==> src/rtl/riscv_lsu_if.sv <==
// Execute-stage request / data-memory bus bundle of the load/store unit.
// The slave modport is the LSU's view; master is the surrounding pipeline and memory.
interface riscv_lsu_if #(
  parameter int WORD_LENGTH = 32,
  parameter int ADDR_WIDTH  = 32
);
  logic                   req_valid;
  logic                   req_ready;
  logic                   req_we;
  logic [2:0]             req_funct3;
  logic [ADDR_WIDTH-1:0]  req_addr;
  logic [WORD_LENGTH-1:0] req_wdata;
  logic                   mem_req_valid;
  logic                   mem_req_ready;
  logic [ADDR_WIDTH-1:0]  mem_addr;
  logic                   mem_we;
  logic [3:0]             mem_wstrb;
  logic [WORD_LENGTH-1:0] mem_wdata;
  logic                   mem_rsp_valid;
  logic [WORD_LENGTH-1:0] mem_rdata;
  logic                   rsp_valid;
  logic [WORD_LENGTH-1:0] rsp_data;
  logic                   lsu_err;

  modport slave (
    input  req_valid, req_we, req_funct3, req_addr, req_wdata,
           mem_req_ready, mem_rsp_valid, mem_rdata,
    output req_ready, mem_req_valid, mem_addr, mem_we, mem_wstrb, mem_wdata,
           rsp_valid, rsp_data, lsu_err
  );

  modport master (
    output req_valid, req_we, req_funct3, req_addr, req_wdata,
           mem_req_ready, mem_rsp_valid, mem_rdata,
    input  req_ready, mem_req_valid, mem_addr, mem_we, mem_wstrb, mem_wdata,
           rsp_valid, rsp_data, lsu_err
  );
endinterface

==> src/rtl/riscv_lsu.sv <==
// RV32I load/store unit: one request at a time, one word-aligned bus transaction,
// lane steering for stores and align/extend for loads.
module riscv_lsu #(
  parameter int WORD_LENGTH = 32,
  parameter int ADDR_WIDTH  = 32
) (
  input logic        clk,
  input logic        rst_n,
  riscv_lsu_if.slave bus
);
  typedef enum logic [2:0] {IDLE, ISSUE, WAIT, RESP, ERR} state_t;

  state_t                 r_state;
  logic                   r_we;
  logic [2:0]             r_funct3;
  logic [1:0]             r_off;
  logic                   r_req_ready;
  logic                   r_mem_req_valid;
  logic [ADDR_WIDTH-1:0]  r_mem_addr;
  logic                   r_mem_we;
  logic [3:0]             r_mem_wstrb;
  logic [WORD_LENGTH-1:0] r_mem_wdata;
  logic                   r_rsp_valid;
  logic [WORD_LENGTH-1:0] r_rsp_data;
  logic                   r_lsu_err;

  logic [1:0]             w_off;
  logic                   w_illegal;
  logic [3:0]             w_wstrb;
  logic [WORD_LENGTH-1:0] w_wdata;
  logic [WORD_LENGTH-1:0] w_shifted;
  logic [WORD_LENGTH-1:0] w_load_data;

  assign w_off = bus.req_addr[1:0];

  always_comb begin
    // NOTE: every always_comb output gets a default first so no path can infer a latch.
    w_illegal = 1'b0;
    if (bus.req_we) w_illegal = (bus.req_funct3 > 3'b010);
    else            w_illegal = (bus.req_funct3 inside {3'b011, 3'b110, 3'b111});
    case (bus.req_funct3[1:0])
      2'b01:   if (w_off[0])      w_illegal = 1'b1;
      2'b10:   if (w_off != 2'b00) w_illegal = 1'b1;
      default: ;
    endcase
  end

  // Store data is replicated across lanes; the strobes pick which lanes memory keeps.
  always_comb begin
    w_wstrb = 4'b0000;
    w_wdata = '0;
    if (bus.req_we) begin
      case (bus.req_funct3[1:0])
        2'b00: begin
          w_wstrb = 4'b0001 << w_off;
          w_wdata = {4{bus.req_wdata[7:0]}};
        end
        2'b01: begin
          w_wstrb = 4'b0011 << w_off;
          w_wdata = {2{bus.req_wdata[15:0]}};
        end
        default: begin
          w_wstrb = 4'b1111;
          w_wdata = bus.req_wdata;
        end
      endcase
    end
  end

  assign w_shifted = bus.mem_rdata >> {r_off, 3'b000};

  always_comb begin
    w_load_data = '0;
    case (r_funct3)
      3'b000:  w_load_data = {{24{w_shifted[7]}}, w_shifted[7:0]};
      3'b001:  w_load_data = {{16{w_shifted[15]}}, w_shifted[15:0]};
      3'b010:  w_load_data = w_shifted;
      3'b100:  w_load_data = {24'd0, w_shifted[7:0]};
      3'b101:  w_load_data = {16'd0, w_shifted[15:0]};
      default: w_load_data = '0;
    endcase
  end

  // NOTE: sequential state uses non-blocking assignments so every register sees pre-edge values.
  always_ff @(posedge clk) begin
    if (!rst_n) begin
      r_state         <= IDLE;
      r_we            <= 1'b0;
      r_funct3        <= 3'b000;
      r_off           <= 2'b00;
      r_req_ready     <= 1'b1;
      r_mem_req_valid <= 1'b0;
      r_mem_addr      <= '0;
      r_mem_we        <= 1'b0;
      r_mem_wstrb     <= 4'b0000;
      r_mem_wdata     <= '0;
      r_rsp_valid     <= 1'b0;
      r_rsp_data      <= '0;
      r_lsu_err       <= 1'b0;
    end else begin
      r_rsp_valid <= 1'b0;
      r_lsu_err   <= 1'b0;
      case (r_state)
        IDLE: begin
          if (bus.req_valid) begin
            r_we        <= bus.req_we;
            r_funct3    <= bus.req_funct3;
            r_off       <= w_off;
            r_req_ready <= 1'b0;
            if (w_illegal) begin
              r_state   <= ERR;
              r_lsu_err <= 1'b1;
            end else begin
              r_state         <= ISSUE;
              r_mem_req_valid <= 1'b1;
              r_mem_addr      <= {bus.req_addr[ADDR_WIDTH-1:2], 2'b00};
              r_mem_we        <= bus.req_we;
              r_mem_wstrb     <= w_wstrb;
              r_mem_wdata     <= w_wdata;
            end
          end
        end
        ISSUE: begin
          if (bus.mem_req_ready) begin
            r_state         <= WAIT;
            r_mem_req_valid <= 1'b0;
          end
        end
        WAIT: begin
          if (bus.mem_rsp_valid) begin
            r_state     <= RESP;
            r_rsp_valid <= 1'b1;
            r_rsp_data  <= r_we ? '0 : w_load_data;
          end
        end
        RESP, ERR: begin
          r_state     <= IDLE;
          r_req_ready <= 1'b1;
        end
        default: begin
          r_state     <= IDLE;
          r_req_ready <= 1'b1;
        end
      endcase
    end
  end

  assign bus.req_ready     = r_req_ready;
  assign bus.mem_req_valid = r_mem_req_valid;
  assign bus.mem_addr      = r_mem_addr;
  assign bus.mem_we        = r_mem_we;
  assign bus.mem_wstrb     = r_mem_wstrb;
  assign bus.mem_wdata     = r_mem_wdata;
  assign bus.rsp_valid     = r_rsp_valid;
  assign bus.rsp_data      = r_rsp_data;
  assign bus.lsu_err       = r_lsu_err;
endmodule

==> src/flat_wrapper.sv <==
// flat-port wrapper written by rule: the top's interface ports become plain ports
module riscv_lsu_flat 
#(
  parameter int WORD_LENGTH = 32,
  parameter int ADDR_WIDTH  = 32
)
  (clk, rst_n, bus_req_valid, bus_req_we, bus_req_funct3, bus_req_addr, bus_req_wdata, bus_mem_req_ready, bus_mem_rsp_valid, bus_mem_rdata, bus_req_ready, bus_mem_req_valid, bus_mem_addr, bus_mem_we, bus_mem_wstrb, bus_mem_wdata, bus_rsp_valid, bus_rsp_data, bus_lsu_err);
  riscv_lsu_if #(.WORD_LENGTH(WORD_LENGTH), .ADDR_WIDTH(ADDR_WIDTH)) bus_i ();
  input logic clk;
  input logic rst_n;
  input wire logic [$bits(bus_i.req_valid)-1:0] bus_req_valid;
  input wire logic [$bits(bus_i.req_we)-1:0] bus_req_we;
  input wire logic [$bits(bus_i.req_funct3)-1:0] bus_req_funct3;
  input wire logic [$bits(bus_i.req_addr)-1:0] bus_req_addr;
  input wire logic [$bits(bus_i.req_wdata)-1:0] bus_req_wdata;
  input wire logic [$bits(bus_i.mem_req_ready)-1:0] bus_mem_req_ready;
  input wire logic [$bits(bus_i.mem_rsp_valid)-1:0] bus_mem_rsp_valid;
  input wire logic [$bits(bus_i.mem_rdata)-1:0] bus_mem_rdata;
  output wire logic [$bits(bus_i.req_ready)-1:0] bus_req_ready;
  output wire logic [$bits(bus_i.mem_req_valid)-1:0] bus_mem_req_valid;
  output wire logic [$bits(bus_i.mem_addr)-1:0] bus_mem_addr;
  output wire logic [$bits(bus_i.mem_we)-1:0] bus_mem_we;
  output wire logic [$bits(bus_i.mem_wstrb)-1:0] bus_mem_wstrb;
  output wire logic [$bits(bus_i.mem_wdata)-1:0] bus_mem_wdata;
  output wire logic [$bits(bus_i.rsp_valid)-1:0] bus_rsp_valid;
  output wire logic [$bits(bus_i.rsp_data)-1:0] bus_rsp_data;
  output wire logic [$bits(bus_i.lsu_err)-1:0] bus_lsu_err;
  assign bus_i.req_valid = bus_req_valid;
  assign bus_i.req_we = bus_req_we;
  assign bus_i.req_funct3 = bus_req_funct3;
  assign bus_i.req_addr = bus_req_addr;
  assign bus_i.req_wdata = bus_req_wdata;
  assign bus_i.mem_req_ready = bus_mem_req_ready;
  assign bus_i.mem_rsp_valid = bus_mem_rsp_valid;
  assign bus_i.mem_rdata = bus_mem_rdata;
  assign bus_req_ready = bus_i.req_ready;
  assign bus_mem_req_valid = bus_i.mem_req_valid;
  assign bus_mem_addr = bus_i.mem_addr;
  assign bus_mem_we = bus_i.mem_we;
  assign bus_mem_wstrb = bus_i.mem_wstrb;
  assign bus_mem_wdata = bus_i.mem_wdata;
  assign bus_rsp_valid = bus_i.rsp_valid;
  assign bus_rsp_data = bus_i.rsp_data;
  assign bus_lsu_err = bus_i.lsu_err;
  riscv_lsu #(.WORD_LENGTH(WORD_LENGTH), .ADDR_WIDTH(ADDR_WIDTH)) u_core (.clk(clk), .rst_n(rst_n), .bus(bus_i));
endmodule
==> config.mk <==
export PLATFORM = sky130hd
export DESIGN_NAME = riscv_lsu_flat
export DESIGN_NICKNAME = d
export VERILOG_FILES = /design/src/rtl/riscv_lsu_if.sv /design/src/rtl/riscv_lsu.sv /design/src/flat_wrapper.sv
export SDC_FILE = /design/constraint.sdc
export NUM_CORES = 1
export LEC_CHECK = 0
export CAP_MARGIN = 40
export CORE_MARGIN = 2
export CORE_UTILIZATION = 35
export CTS_CLUSTER_DIAMETER = 120
export DETAILED_ROUTE_END_ITERATION = 10
export GPL_TIMING_DRIVEN = 0
export PLACE_DENSITY = 0.76
export SLEW_MARGIN = 0
export SYNTH_ARGS = -nofsm -noshare
export SYNTH_HDL_FRONTEND = slang
export SYNTH_SLANG_ARGS = --single-unit
==> constraint.sdc <==
create_clock -name clk -period 2.85 [get_ports clk]
set_input_delay 0.57 -clock clk [delete_from_list [all_inputs] [get_ports clk]]
set_output_delay 0.57 -clock clk [all_outputs]
set_load 0.05 [all_outputs]
* Word level (Yosys, flattened, before mapping)
Cells that the tools add are included.
** Word-level totals
- Flip-flop bits (word level) :: 112
- Bits of input ports :: 105
** Operators by class
- $lt $le $gt $ge :: 1
- Equal/unequal tests :: 15
- Shift operators :: 3
- Muxes and demuxes :: 23
- Bitwise logic cells :: 2
- Reductions and logical operators :: 15
** Operator list (number)
- case mux 32 bit (5 select lines) :: 1
- two-way mux 32 bit :: 2
- case mux 32 bit (2 select lines) :: 1
- >> shifter 32 x 5 -> 32 bit :: 1
- equality test 3 bit, second input constant :: 4
- two-way mux 3 bit :: 4
- equality test 3 x 2 -> 1 bit, second input constant :: 3
- two-way mux 1 bit :: 9
- case mux 3 bit (3 select lines) :: 1
- AND reduction 3 bit :: 3
- inequality test 2 bit, second input constant :: 4
- case mux 4 bit (2 select lines) :: 1
- AND reduction 2 bit :: 4
- equality test 3 x 1 -> 1 bit, second input constant :: 2
- zero test 3 bit :: 2
- case mux 1 bit (2 select lines) :: 3
- two-way mux 4 bit :: 1
- AND reduction 4 bit :: 1
- nonzero test 2 bit :: 2
- left shift 1 x 2 -> 4 bit, first input constant :: 1
- left shift 2 x 2 -> 4 bit, first input constant :: 1
- > comparator 3 x 2 -> 1 bit, second input constant :: 1
- nonzero test 3 bit :: 1
- equality test 2 x 1 -> 1 bit, second input constant :: 1
- other kinds (4) :: 5

* Longest topological paths before layout
- Depth after elaboration :: 8
- Depth in mapped cells :: 10

* Least setup slack after synthesis
Ideal clock, no wire load.
- Kind :: input to register
- Start point :: in bus_req_funct3[1]
- End point :: reg u_core.r_mem_wdata[12], in the netlist u_core.bus.mem_wdata[12]
- Setup time :: 68 ps
- Arrival time :: 2462 ps
- Slack :: 320 ps
- Cell stages on the path :: 9
- Buffers on the path :: 3
- Cell sequence :: clkbuf_1 inv_1 ha_1 inv_1 o22ai_1 or4_1 buf_2 buf_6 o2bb2ai_2
** Between the ends
- Cells in the longest elaborated chain, start to end :: 7
** Ends and longest elaborated chain
- from (decl) :: RTL line flat_wrapper.sv:13 : input wire logic [$bits(bus_i.req_funct3)-1:0] bus_req_funct3;
- equality test 3 x 2 -> 1 bit or equality test 3 bit (tied branches) :: RTL line riscv_lsu.sv:40 : else w_illegal = (bus.req_funct3 inside {3'b011, 3'b110, 3'b111});
- nonzero test 3 bit :: RTL line riscv_lsu.sv:40
- two-way mux 1 bit :: RTL line riscv_lsu.sv:39 : if (bus.req_we) w_illegal = (bus.req_funct3 > 3'b010);
- two-way mux 1 bit (on tied branches) :: RTL line riscv_lsu.sv:43, riscv_lsu.sv:42
- case mux 1 bit (2 select lines) :: RTL line riscv_lsu.sv:41 : case (bus.req_funct3[1:0])
- inverter 1 bit (no source line)
- AND reduction 3 bit (no source line)
- to (signal assigned) :: RTL line riscv_lsu.sv:119 : r_mem_wdata <= w_wdata;
- to (decl) :: RTL line riscv_lsu.sv:22 : logic [WORD_LENGTH-1:0] r_mem_wdata;
Parallel ways exist; a longest one is shown, timed or not.
A chain may end at the register's enable or synchronous reset.

* Worst setup path after layout
- Start point :: in bus_req_funct3[1]
- End point :: reg u_core.r_mem_wdata[15], in the netlist u_core.bus.mem_wdata[15]
The elaborated chain is that of the path after synthesis.

==> impl_metrics.toml <==
[layout]
areaGrowthSynthToFinish_pct = 49.19
final_cell_mix = "sky130_fd_sc_hd__clkdlybuf4s50_1, sky130_fd_sc_hd__dfxtp_1, sky130_fd_sc_hd__nand2_1, sky130_fd_sc_hd__mux2i_1, sky130_fd_sc_hd__a21oi_1"
layout-drive-gt1-share_pct = 9.677
antenna_cells_inserted = 0
design.final.nets = 880
final_common_cell = "sky130_fd_sc_hd__clkdlybuf4s50_1"
final_design_area_no_fill_sq_mm = 0.007863
n_fill_cell = 1313
finalCoreUtilization_pct = 53.69

[setup_path]
critPathSlowestCell = "sky130_fd_sc_hd__clkdlybuf4s50_1"
cp_data_arrival_time_ns = 2.95
critical_path.endpoint_type = "flop"
r2r_end = "u_core.bus.rsp_data[14]"
crit_path_max_fanout = 10
crit_path_cell_trace = "clkdlybuf4s50_1 -> clkbuf_4 -> inv_1 -> ha_1 -> or2_1 -> clkbuf_1 -> clkbuf_2 -> o21ai_0 -> o2bb2ai_2"
regToRegSetupSlack_ns = 0.72
max_stage_delay_ns = 0.52
r2r_start = "u_core.r_state[1]"
setup.worst_path.class = "input pin to flop"
crit_required_ns = 3.09
path_delay_family = "buffers and inverters"
startpoint_type = "input pin"
path_buf_inv = 5
timing.reg2reg.worst_path_depth = 5
cp-startpoint = "bus_req_funct3[1]"

[sta]
final.setup.worst_slack_ns = 0.1336
setup-violations-final = 0
slew_worst_pin_ns = 0.8455
fin_hold_ws_ns = 0.4581
finalCriticalPeriod_ns = 2.716
worst_clock_skew_ns = 0.008769
ratio_of_final_minimum_period_to_clock_period_pct = 95.31
timing_max_transition_violations_final = 0
grt_setup_unrepaired = "false"
clock.fmax_mhz = 368.1
final-hold-violation-count = 0
final.setup.tns_ns = 0
timing.slew.headroom_pct = 43.20

[routing]
detail_route.first_pass.iterations = 7
antenna_left = 0
routed-via-count = 4947
drc_errors = 0
avgViaCountPerCell = 5.158
routed_wire_length_per_instance_um = 16.85
drtIter0Drc = 299
drt_wl_total_um = 16160

[global_routing]
first_global_vias = 4781
grt_pass1_wl_um = 25750
antenna_violations_before_repair = 0
grt_usage_pct = 20.27
grt_start_max_net_pins = 16
global_route.overflow_total = 0

[yosys]
ys_ff_latch = 112
synth-edff-count = 0
post_synth_main_area_contributors = "sky130_fd_sc_hd__dfxtp_1, sky130_fd_sc_hd__mux2i_1, sky130_fd_sc_hd__nand2_1, sky130_fd_sc_hd__o2bb2ai_2, sky130_fd_sc_hd__o21ai_0"
ys.warnings.count = 0
syn-mean-instance-area_sq_um = 9.547
synth-main-ff-cell = "sky130_fd_sc_hd__dfxtp_1"
yosysTopAreaCell = "sky130_fd_sc_hd__dfxtp_1"
yosys.area.top_type_share_pct = 42.55
synth.lib_cells_used.distinct = 49
ys_seq_area_share_pct = 42.55
synth_area_sq_mm = 0.005270
synthesis.instances = 552
synth_async_sr_flop_share_pct = 0

[place]
gp_routability_congestion = 0.8735
place_ws_ns = -0.8880
detailed_place.area_sq_mm = 0.007584
buffer_ports.inserted = 207
detailedPlacementHpwl_um = 12470

[cts]
cts_tree = "yes"
ctsRootBufferMaster = "sky130_fd_sc_hd__clkbuf_16"
insertion_delay_ns = 0.35
cts-htree-levels = 3
post_cts_setup_bufs = 0
clkTransAtPathRegs_ns = 0.07
clock_sinks = 112
cts-buffers-inserted = 9
cts_buffer_depth = 2

[status]
run_status = "finished, final reports clean"

[floorplan]
fp.dieArea_sq_mm = 0.01606
io_pins = 210
height_of_the_die_um = 126.7
core.rowCount = 44
effective_utilization_at_floorplan_pct = 35.99
die_w_um = 126.7
fp.coreArea_sq_mm = 0.01464

[pwr]
total_leakage_power_uw = 0.002807
power.ir.vdd_worst_v = 0.0003974
power-per-cell-area_mw_per_mm2 = 485.0

[min_path]
worstHoldEndpoint = "u_core.bus.mem_addr[12]"
worst_hold_startpoint = "u_core.bus.mem_addr[12]"
timing.hold.worst_path_depth = 2
timing.hold.worst.class = "flop to flop"

[run]
maxCapViolations = 0
metrics by stage:
| step | instances | total power, uW |
|---|---|---|
| CTS | 960 | 3836 |
| global route | 959 | 3990 |
| finish | 959 | 3813 |
| detailed placement | 945 | 2642 |
| global placement | 944 | 2635 |
| floorplan | 553 | 2268 |
report_power, final:
| group | switching [uW] | internal (uW) | leakage, uW |
|---|---|---|---|
| combinational | 539 | 406 | 0.00177 |
| sequential | 41.5 | 1630 | 0.000908 |
| clock | 558 | 640 | 0.000130 |
cell families after synthesis:
logic type	synth area share (%)
simple gates	13.30
other cells	0.07116
compound gates	23.98
fa+ha+maj	0.9497
flops	42.55
mux	14.67
buf+inv	4.487
metal layers:
layer	global-route usage, %	vias to the layer above	part of all wire (%)
met5	0	-	0
li1	-	2429	-
met2	32.43	170	47
met4	8.597	0	3.4
met1	25.39	2316	42
met3	6.284	32	7.6
cell usage after synthesis, types with 3 or more instances:
cell and instances:
sky130_fd_sc_hd__clkbuf_1 26, sky130_fd_sc_hd__nor2_1 18, sky130_fd_sc_hd__o2bb2ai_1 11, sky130_fd_sc_hd__nor3_1 4
sky130_fd_sc_hd__mux4_2 8, sky130_fd_sc_hd__buf_4 5, sky130_fd_sc_hd__nand2_1 83, sky130_fd_sc_hd__ha_1 4
sky130_fd_sc_hd__a21oi_1 43, sky130_fd_sc_hd__o21a_1 3, sky130_fd_sc_hd__o2bb2ai_2 20, sky130_fd_sc_hd__mux2_2 10
sky130_fd_sc_hd__buf_2 9, sky130_fd_sc_hd__nor2b_1 3, sky130_fd_sc_hd__a22oi_1 16, sky130_fd_sc_hd__nand2b_1 5
sky130_fd_sc_hd__o21ai_0 44, sky130_fd_sc_hd__a22o_1 12, sky130_fd_sc_hd__inv_1 7, sky130_fd_sc_hd__mux2i_1 48
sky130_fd_sc_hd__a221oi_1 7, sky130_fd_sc_hd__dfxtp_1 112, sky130_fd_sc_hd__and2_1 23
registers in the layout, summed over array words and instances (netlist names):
signal and flops:
u_core.bus.req_ready 1, u_core.bus.rsp_valid 1, u_core.r_off 2, u_core.bus.mem_we 1, u_core.bus.rsp_data 32, u_core.bus.mem_wdata 32
u_core.bus.mem_wstrb 4, u_core.r_we 1, u_core.r_funct3 3, u_core.bus.mem_addr 30, u_core.bus.mem_req_valid 1, u_core.r_state 3
u_core.bus.lsu_err 1
worst max path at each step:
stage / end / cells past startpoint
finish: u_core.bus.mem_wdata[15] / 9
CTS: u_core.bus.mem_wdata[15] / 10
floorplan: u_core.bus.mem_wdata[12] / 9
detailed placement: u_core.bus.mem_wdata[14] / 10
global placement: u_core.bus.mem_wdata[14] / 10
global route: u_core.bus.mem_wdata[3] / 9
repair_timing:
action | in CTS | in global routing
gates resized for setup | 4 | 4
hold buffers | 0 | 0
setup endpoints to repair | 64 | 18
final cells by class:
type	instances	area [sq um]	area share, %
clock buffers	15	267.8	3.405
flip-flops and latches	112	2242	28.52
multi-input cells	390	2804	35.66
plain buffers	42	209.0	2.658
repair buffers	208	2079	26.45
well taps	184	230.2	2.928
inverters	8	30.03	0.3819
worst register-to-register path, delay by kind of cell, from the launching register on:
| family | cells | cell delay [ns] |
|---|---|---|
| simple gates | 3 | 0.99 |
| flops | 1 | 0.46 |
| buf+inv | 1 | 0.46 |
| compound gates | 1 | 0.16 |
No activity file was read; power rests on OpenSTA's default activity.
